==> config.mk <==
export PLATFORM = sky130hd
export DESIGN_NAME = conv_enc_framer
export DESIGN_NICKNAME = d
export VERILOG_FILES = /design/src/rtl/conv_enc_framer_pkg.sv /design/src/rtl/conv_enc_framer_core.sv /design/src/rtl/conv_enc_framer.sv
export SDC_FILE = /design/constraint.sdc
export NUM_CORES = 1
export LEC_CHECK = 0
export CORE_AREA = 2 2 91 93
export CTS_CLUSTER_SIZE = 16
export DETAILED_ROUTE_END_ITERATION = 7
export DIE_AREA = 0 0 93 95
export DONT_BUFFER_PORTS = 1
export GPL_TIMING_DRIVEN = 0
export PLACE_DENSITY_LB_ADDON = 0.25
export SLEW_MARGIN = 20
export SYNTH_ARGS = -nofsm -noshare
export SYNTH_HDL_FRONTEND = slang
export SYNTH_SLANG_ARGS = --single-unit
==> constraint.sdc <==
create_clock -name CLOCK -period 3 [get_ports CLOCK]
set_input_delay 0.6 -clock CLOCK [delete_from_list [all_inputs] [get_ports CLOCK]]
set_output_delay 0.6 -clock CLOCK [all_outputs]
set_load 0.02 [all_outputs]
==> src/rtl/conv_enc_framer_pkg.sv <==
// -----------------------------------------------------------------------------
// conv_enc_framer_pkg
// Shared constants for the rate-1/2, K=9 convolutional encoder framer:
//   CE_K     - default constraint length
//   WD_CODE  - code symbol width (rate 1/2 -> 2 bits, not overridable)
//   CE_G0    - default generator for Code[1] (bit K-1 taps the current bit)
//   CE_G1    - default generator for Code[0]
//   state_t  - framer FSM encoding (IDLE=0, DATA=1, TAIL=2)
// -----------------------------------------------------------------------------
package conv_enc_framer_pkg;

   localparam int             CE_K    = 9;
   localparam int             WD_CODE = 2;
   localparam logic [CE_K-1:0] CE_G0  = 9'o561;
   localparam logic [CE_K-1:0] CE_G1  = 9'o753;

   typedef enum logic [1:0] {
      IDLE = 2'd0,
      DATA = 2'd1,
      TAIL = 2'd2
   } state_t;

endpackage

==> src/rtl/conv_enc_framer_core.sv <==
// -----------------------------------------------------------------------------
// conv_enc_core
// Purely combinational parity stage of the convolutional encoder.
// Forms s = {b, sr} and produces {^(s & G0), ^(s & G1)}.
// Ports:
//   b     in  1        next input bit (lands on s[K-1])
//   sr    in  K-1      previous bits, most recent in sr[K-2]
//   code  out WD_CODE  {G0 parity, G1 parity}
// -----------------------------------------------------------------------------
module conv_enc_core
   import conv_enc_framer_pkg::*;
#(
   parameter int             K  = CE_K,
   parameter logic [K-1:0]   G0 = CE_G0,
   parameter logic [K-1:0]   G1 = CE_G1
) (
   input  logic               b,
   input  logic [K-2:0]       sr,
   output logic [WD_CODE-1:0] code
);

   logic [K-1:0] s;
   logic [K-1:0] tap0;
   logic [K-1:0] tap1;

   assign s = {b, sr};

   generate
      for (genvar gi = 0; gi < K; gi++) begin : g_tap
         assign tap0[gi] = s[gi] & G0[gi];
         assign tap1[gi] = s[gi] & G1[gi];
      end
   endgenerate

   assign code = {^tap0, ^tap1};

endmodule

==> src/rtl/conv_enc_framer.sv <==
// -----------------------------------------------------------------------------
// conv_enc_framer
// Rate-1/2 convolutional encoder with byte framing and K-1 zero tail bits,
// driving the Viterbi decoder symbol input directly.
// Optional build macro: CONV_ENC_ERR_INJECT_EN adds err_mask, XORed onto Code
// while Active (channel-error reproduction). Default build has no such port.
// Ports:
//   CLOCK     in   1        system clock
//   Reset     in   1        asynchronous, active-low reset
//   err_mask  in   WD_CODE  (CONV_ENC_ERR_INJECT_EN only) symbol error mask
//   in_data   in   8        byte to encode, MSB first
//   in_valid  in   1        in_data valid
//   in_last   in   1        in_data is the final byte of the frame
//   in_ready  out  1        a byte can be accepted this cycle
//   Code      out  WD_CODE  current symbol {G0 parity, G1 parity}
//   code_stb  out  1        pulse in the first cycle of each new symbol
//   Active    out  1        frame in progress
//   underrun  out  1        sticky: frame cut short by input starvation
// SYM_DIV (clock cycles per symbol) must be at least 2.
// -----------------------------------------------------------------------------
module conv_enc_framer
   import conv_enc_framer_pkg::*;
#(
   parameter int           K       = CE_K,
   parameter logic [K-1:0] G0      = CE_G0,
   parameter logic [K-1:0] G1      = CE_G1,
   parameter int           SYM_DIV = 16
) (
   input  logic               CLOCK,
   input  logic               Reset,
`ifdef CONV_ENC_ERR_INJECT_EN
   input  logic [WD_CODE-1:0] err_mask,
`endif
   input  logic [7:0]         in_data,
   input  logic               in_valid,
   input  logic               in_last,
   output logic               in_ready,
   output logic [WD_CODE-1:0] Code,
   output logic               code_stb,
   output logic               Active,
   output logic               underrun
);

   localparam int DIV_W = $clog2(SYM_DIV);
   localparam int TW    = $clog2(K);

   state_t               state_reg,     state_next;
   logic [K-2:0]         sr_reg,        sr_next;
   logic [DIV_W-1:0]     div_reg,       div_next;
   logic [7:0]           cur_reg,       cur_next;
   logic                 cur_last_reg,  cur_last_next;
   logic [7:0]           hold_reg,      hold_next;
   logic                 hold_full_reg, hold_full_next;
   logic                 hold_last_reg, hold_last_next;
   logic [3:0]           bit_idx_reg,   bit_idx_next;
   logic [TW-1:0]        tail_cnt_reg,  tail_cnt_next;
   logic [WD_CODE-1:0]   code_reg,      code_next;
   logic                 stb_reg,       stb_next;
   logic                 active_reg,    active_next;
   logic                 underrun_reg,  underrun_next;

   logic                 xfer;
   logic                 tick;
   logic                 boundary;
   logic                 issue;
   logic                 b_bit;
   logic [WD_CODE-1:0]   enc_code;

   conv_enc_core #(
      .K  (K),
      .G0 (G0),
      .G1 (G1)
   ) u_core (
      .b    (b_bit),
      .sr   (sr_reg),
      .code (enc_code)
   );

   // Once the final byte sits in cur, nothing more is taken until the frame
   // has drained, so the next frame can never be parked in hold.
   assign in_ready = ~hold_full_reg &
                     ((state_reg == IDLE) | ((state_reg == DATA) & ~cur_last_reg));
   assign xfer     = in_valid & in_ready;
   assign tick     = (div_reg == DIV_W'(SYM_DIV - 1));
   assign boundary = tick & (bit_idx_reg == 4'd8);

   always_comb begin
      state_next     = state_reg;
      sr_next        = sr_reg;
      div_next       = div_reg;
      cur_next       = cur_reg;
      cur_last_next  = cur_last_reg;
      hold_next      = hold_reg;
      hold_full_next = hold_full_reg;
      hold_last_next = hold_last_reg;
      bit_idx_next   = bit_idx_reg;
      tail_cnt_next  = tail_cnt_reg;
      code_next      = code_reg;
      stb_next       = 1'b0;
      active_next    = active_reg;
      underrun_next  = underrun_reg;
      issue          = 1'b0;
      b_bit          = 1'b0;

      if (state_reg != IDLE) begin
         div_next = tick ? '0 : div_reg + 1'b1;
      end

      // Fill hold mid-byte; a byte arriving exactly on the boundary goes
      // straight into cur below instead.
      if ((state_reg == DATA) && xfer && !boundary) begin
         hold_next      = in_data;
         hold_full_next = 1'b1;
         hold_last_next = in_last;
      end

      case (state_reg)
         IDLE: begin
            if (xfer) begin
               issue         = 1'b1;
               b_bit         = in_data[7];
               cur_next      = {in_data[6:0], 1'b0};
               cur_last_next = in_last;
               bit_idx_next  = 4'd1;
               div_next      = '0;
               active_next   = 1'b1;
               underrun_next = 1'b0;
               state_next    = DATA;
            end
         end

         DATA: begin
            if (tick) begin
               issue = 1'b1;
               if (bit_idx_reg != 4'd8) begin
                  b_bit        = cur_reg[7];
                  cur_next     = {cur_reg[6:0], 1'b0};
                  bit_idx_next = bit_idx_reg + 4'd1;
               end else if (cur_last_reg) begin
                  tail_cnt_next = TW'(1);
                  state_next    = TAIL;
               end else if (hold_full_reg) begin
                  b_bit          = hold_reg[7];
                  cur_next       = {hold_reg[6:0], 1'b0};
                  cur_last_next  = hold_last_reg;
                  hold_full_next = 1'b0;
                  bit_idx_next   = 4'd1;
               end else if (xfer) begin
                  b_bit         = in_data[7];
                  cur_next      = {in_data[6:0], 1'b0};
                  cur_last_next = in_last;
                  bit_idx_next  = 4'd1;
               end else begin
                  // Starved: close the frame with a normal tail.
                  underrun_next = 1'b1;
                  tail_cnt_next = TW'(1);
                  state_next    = TAIL;
               end
            end
         end

         TAIL: begin
            if (tick) begin
               if (tail_cnt_reg == TW'(K - 1)) begin
                  // Last tail period has expired; sr is all zero again.
                  code_next     = '0;
                  active_next   = 1'b0;
                  tail_cnt_next = '0;
                  state_next    = IDLE;
               end else begin
                  issue         = 1'b1;
                  tail_cnt_next = tail_cnt_reg + 1'b1;
               end
            end
         end

         default: begin
            state_next  = IDLE;
            code_next   = '0;
            active_next = 1'b0;
         end
      endcase

      if (issue) begin
         code_next = enc_code;
         sr_next   = {b_bit, sr_reg[K-2:1]};
         stb_next  = 1'b1;
      end
   end

   always_ff @(posedge CLOCK or negedge Reset) begin
      if (!Reset) begin
         state_reg     <= IDLE;
         sr_reg        <= '0;
         div_reg       <= '0;
         cur_reg       <= '0;
         cur_last_reg  <= 1'b0;
         hold_reg      <= '0;
         hold_full_reg <= 1'b0;
         hold_last_reg <= 1'b0;
         bit_idx_reg   <= '0;
         tail_cnt_reg  <= '0;
         code_reg      <= '0;
         stb_reg       <= 1'b0;
         active_reg    <= 1'b0;
         underrun_reg  <= 1'b0;
      end else begin
         state_reg     <= state_next;
         sr_reg        <= sr_next;
         div_reg       <= div_next;
         cur_reg       <= cur_next;
         cur_last_reg  <= cur_last_next;
         hold_reg      <= hold_next;
         hold_full_reg <= hold_full_next;
         hold_last_reg <= hold_last_next;
         bit_idx_reg   <= bit_idx_next;
         tail_cnt_reg  <= tail_cnt_next;
         code_reg      <= code_next;
         stb_reg       <= stb_next;
         active_reg    <= active_next;
         underrun_reg  <= underrun_next;
      end
   end

`ifdef CONV_ENC_ERR_INJECT_EN
   assign Code = code_reg ^ (active_reg ? err_mask : '0);
`else
   assign Code = code_reg;
`endif
   assign code_stb = stb_reg;
   assign Active   = active_reg;
   assign underrun = underrun_reg;

endmodule

==> run_results.csv <==
group,metric,value,unit
global_route,grt_max_degree,47,
run_status,status,"finished clean",
placement,place.port_buffers,0,
setup_path,arrival,2.45,ns
power,power.total,1.25,mW
route,first_pass_iters,5,
route,vias,1670,
min_path,hold_path_class,"input pin to asynchronous set/reset pin",
setup_path,path_delay_family,"compound AO/OA/AOI/OAI gates",
synth,postSynthAreaPerCell,10.9,um^2
sta,finalCritPeriodShare,75.6,%
clocking,cts_tree,"done",
setup_path,cpMaxStageDelayCell,"dfrtp_1",
synth,synth_seq_cells,46,
synth,postSynth.asyncResetShare,100,%
route,routed_via_density,5.02,
synth,synth_edf_count,0,
synth,synth_top_family_by_area,"compound AO/OA/AOI/OAI gates",
global_route,use_met2,18.8,%
placement,gp_congestion,0.806,
finish,num_antenna_cells,0,
synth,synth-seq-area-share,48.3,%
die,dieHeight,95,um
sta,tightest_slew,0.794,ns
power,power_density,470,nW/um^2
synth,synthMuxAreaShare,8.40,%
setup_path,cp.buffers_inverters,1,
synth,synth_area,2380,um^2
sta,fmaxAchievable,441,MHz
clocking,htree_levels,2,
global_route,overflow,0,
synth,synth-simple-area-share,12.5,%
route,routed_wl,4860,um
setup_path,end_kind,"flop",
sta,min_period,2.27,ns
finish,fin_util,33.5,%
clocking,clock_latency,0.30,ns
route,ant_nets,0,
route,post_drt_wl_per_cell,14.6,um
synth,syn_nets,236,
clocking,cts.root.buffer_cell,"clkbuf_8",
placement,pre_cts_ws,0.584,ns
synth,synthFlopType,"dfrtp_1",
placement,place_area,2510,um^2
die,start_util,30.1,%
finish,syn_to_final_growth,11.5,%
clocking,clkTransAtPathRegs,0.09,ns
sta,setup_slack,0.733,ns
clocking,clockBufferDepth,2,
route,drt_iter0_drc,81,
placement,dpl.cell_count,324,
global_route,use_met1,16.3,%
clocking,cts_buffers,5,
sta,slew_viol_final,0,
global_route,met3_usage,3.11,%
synth,synth_compound_area_share,21.5,%
setup_path,ff2ff_setup_slack,0.73,ns
global_route,grt_pass1_vias,1656,
setup_path,max_stage_delay,0.42,ns
setup_path,path_cells,"ha_1, nand3_2, a21oi_1, o21ai_1, a21o_1, buf_2, a221o_1",
finish,stdcell_count,333,
sta,grt_setup_unrepaired,"false",
route,drc_errors,0,
finish,stdcell_area,2660,um^2
finish,fin_nets,244,
setup_path,worstPathRequired,3.19,ns
sta,setup_tns,0,ns
clocking,cts.sinks,46,
die,boundaryPins,18,
sta,skew,0.00439,ns
global_route,busiest_layer,"met2",
run,cap_violations,0,
placement,dp_hpwl,3420,um
setup_path,crit_type,"flop to flop",
sta,maxSlewHeadroom,46.7,%
synth,synth_cell_types,50,
global_route,grt_antenna_before_repair,0,
setup_path,startpoint_type,"flop",
die,die-area,8840,um^2
sta,setup_viol,0,
synth,synth_xor_area_share,2.94,%
die,die_w,93,um
power,leakage,1.21,nW
clocking,cts_resized,0,
global_route,grtUsageTotal,12.1,%
finish,drive_gt1_share,17.5,%
die,core-area,7930,um^2
synth,ys_warn_count,0,
synth,synthCells,219,
sta,finalHoldViolations,0,
sta,worst_hold_slack,0.136,ns
die,num_rows,33,
power,worst_ir_drop_vdd,0.000202,V
global_route,grt_pass1_wl,8350,um
setup_path,worstPathMaxFanout,10,
synth,synth_fa_ha_area_share,2.62,%
==> cell type report <==
cell class              instances  area, um^2
clock inverters                 2        37.5
multi-input cells             156        1150
clock buffers                   6        72.6
flip-flops and latches         46        1150
repair buffers                  1        27.5
fillers                       837        5270
plain buffers                   8        55.1
inverters                       9        33.8
well taps                     105         131
==> path summary, 6_finish.rpt <==
kind                                      start              end  cells past startpoint
worst max-delay path                 div_reg[0]       cur_reg[3]                      7
worst min-delay path                      Reset  tail_cnt_reg[2]                      1
worst max register to register       div_reg[0]       cur_reg[3]                      7
worst min register to register  tail_cnt_reg[3]  tail_cnt_reg[3]                      1
max in group asynchronous                 Reset      hold_reg[1]                      1
min in group CLOCK                      in_last     cur_last_reg                      2
==> kinds of logic (layout without fill, tap and decap cells) <==
kind of cell,count (synthesis),in the layout
AOI/OAI and AO/OA,73,73
DFF,46,46
buffers and inverters,17,26
xor gates and xnor gates,8,8
adders and majority gates,5,5
and+or+nand+nor,52,52
muxes,18,18
==> cells in the final DEF (no fill, tap or decap), types with 2 or more instances in the layout <==
master / count
buf_6: 3
a22oi_1: 5
xnor2_1: 6
a221o_1: 4
nand2b_1: 2
nand3_1: 3
clkbuf_1: 4
nor3_1: 5
a21oi_1: 16
o31ai_1: 4
and3_1: 2
a21o_1: 4
nor2_1: 16
o21ai_2: 2
mux2i_1: 2
o2bb2ai_1: 4
clkbuf_8: 5
a22o_1: 5
o21ai_1: 2
xor2_1: 2
ha_1: 5
dfrtp_1: 46
o21ai_0: 17
inv_1: 9
buf_2: 2
nand2_1: 9
mux2_2: 16
nor2b_1: 2
==> what timing repair did <==
action,4_1_cts,5_1_grt
buffers inserted,0,0
hold endpoints to repair,46,0
hold buffers,1,0
==> per-layer routing <==
layer  up-vias  routed length [um]
met5         -                   0
met4         0                  60
met3         5                 285
met2        35                2210
met1       810                2310
li1        820                   -
==> power breakdown <==
group | switching, mW | leakage (nW) | total, mW | internal [mW]
sequential | 0.0342 | 0.593 | 0.684 | 0.649
combinational | 0.0549 | 0.569 | 0.103 | 0.0484
clock | 0.213 | 0.0514 | 0.462 | 0.249
total | 0.302 | 1.21 | 1.25 | 0.946
==> synth_stat cells (all sizes together), types with 3 or more instances <==
library cell | instances | area (um^2)
dfrtp | 46 | 1150
o21ai | 21 | 113
a21oi | 16 | 80.1
mux2 | 16 | 180
nor2 | 16 | 60.1
inv | 9 | 33.8
nand2 | 9 | 33.8
nor3 | 6 | 41.3
xnor2 | 6 | 52.6
a22o | 5 | 43.8
a22oi | 5 | 37.5
buf | 5 | 43.8
ha | 5 | 62.6
a21o | 4 | 30.0
a221o | 4 | 40.0
nand3 | 4 | 25.0
o2bb2ai | 4 | 35.0
o31ai | 4 | 30.0
clkbuf | 3 | 11.3
nand2b | 3 | 26.3
==> worst reg2reg max path: stages, from the launching register on <==
cell and delay, ns:
dfrtp_1 0.42, ha_1 0.29, nand3_2 0.21, a21oi_1 0.18
o21ai_1 0.25, a21o_1 0.27, buf_2 0.18, a221o_1 0.36
No activity file was read; power rests on OpenSTA's default activity.
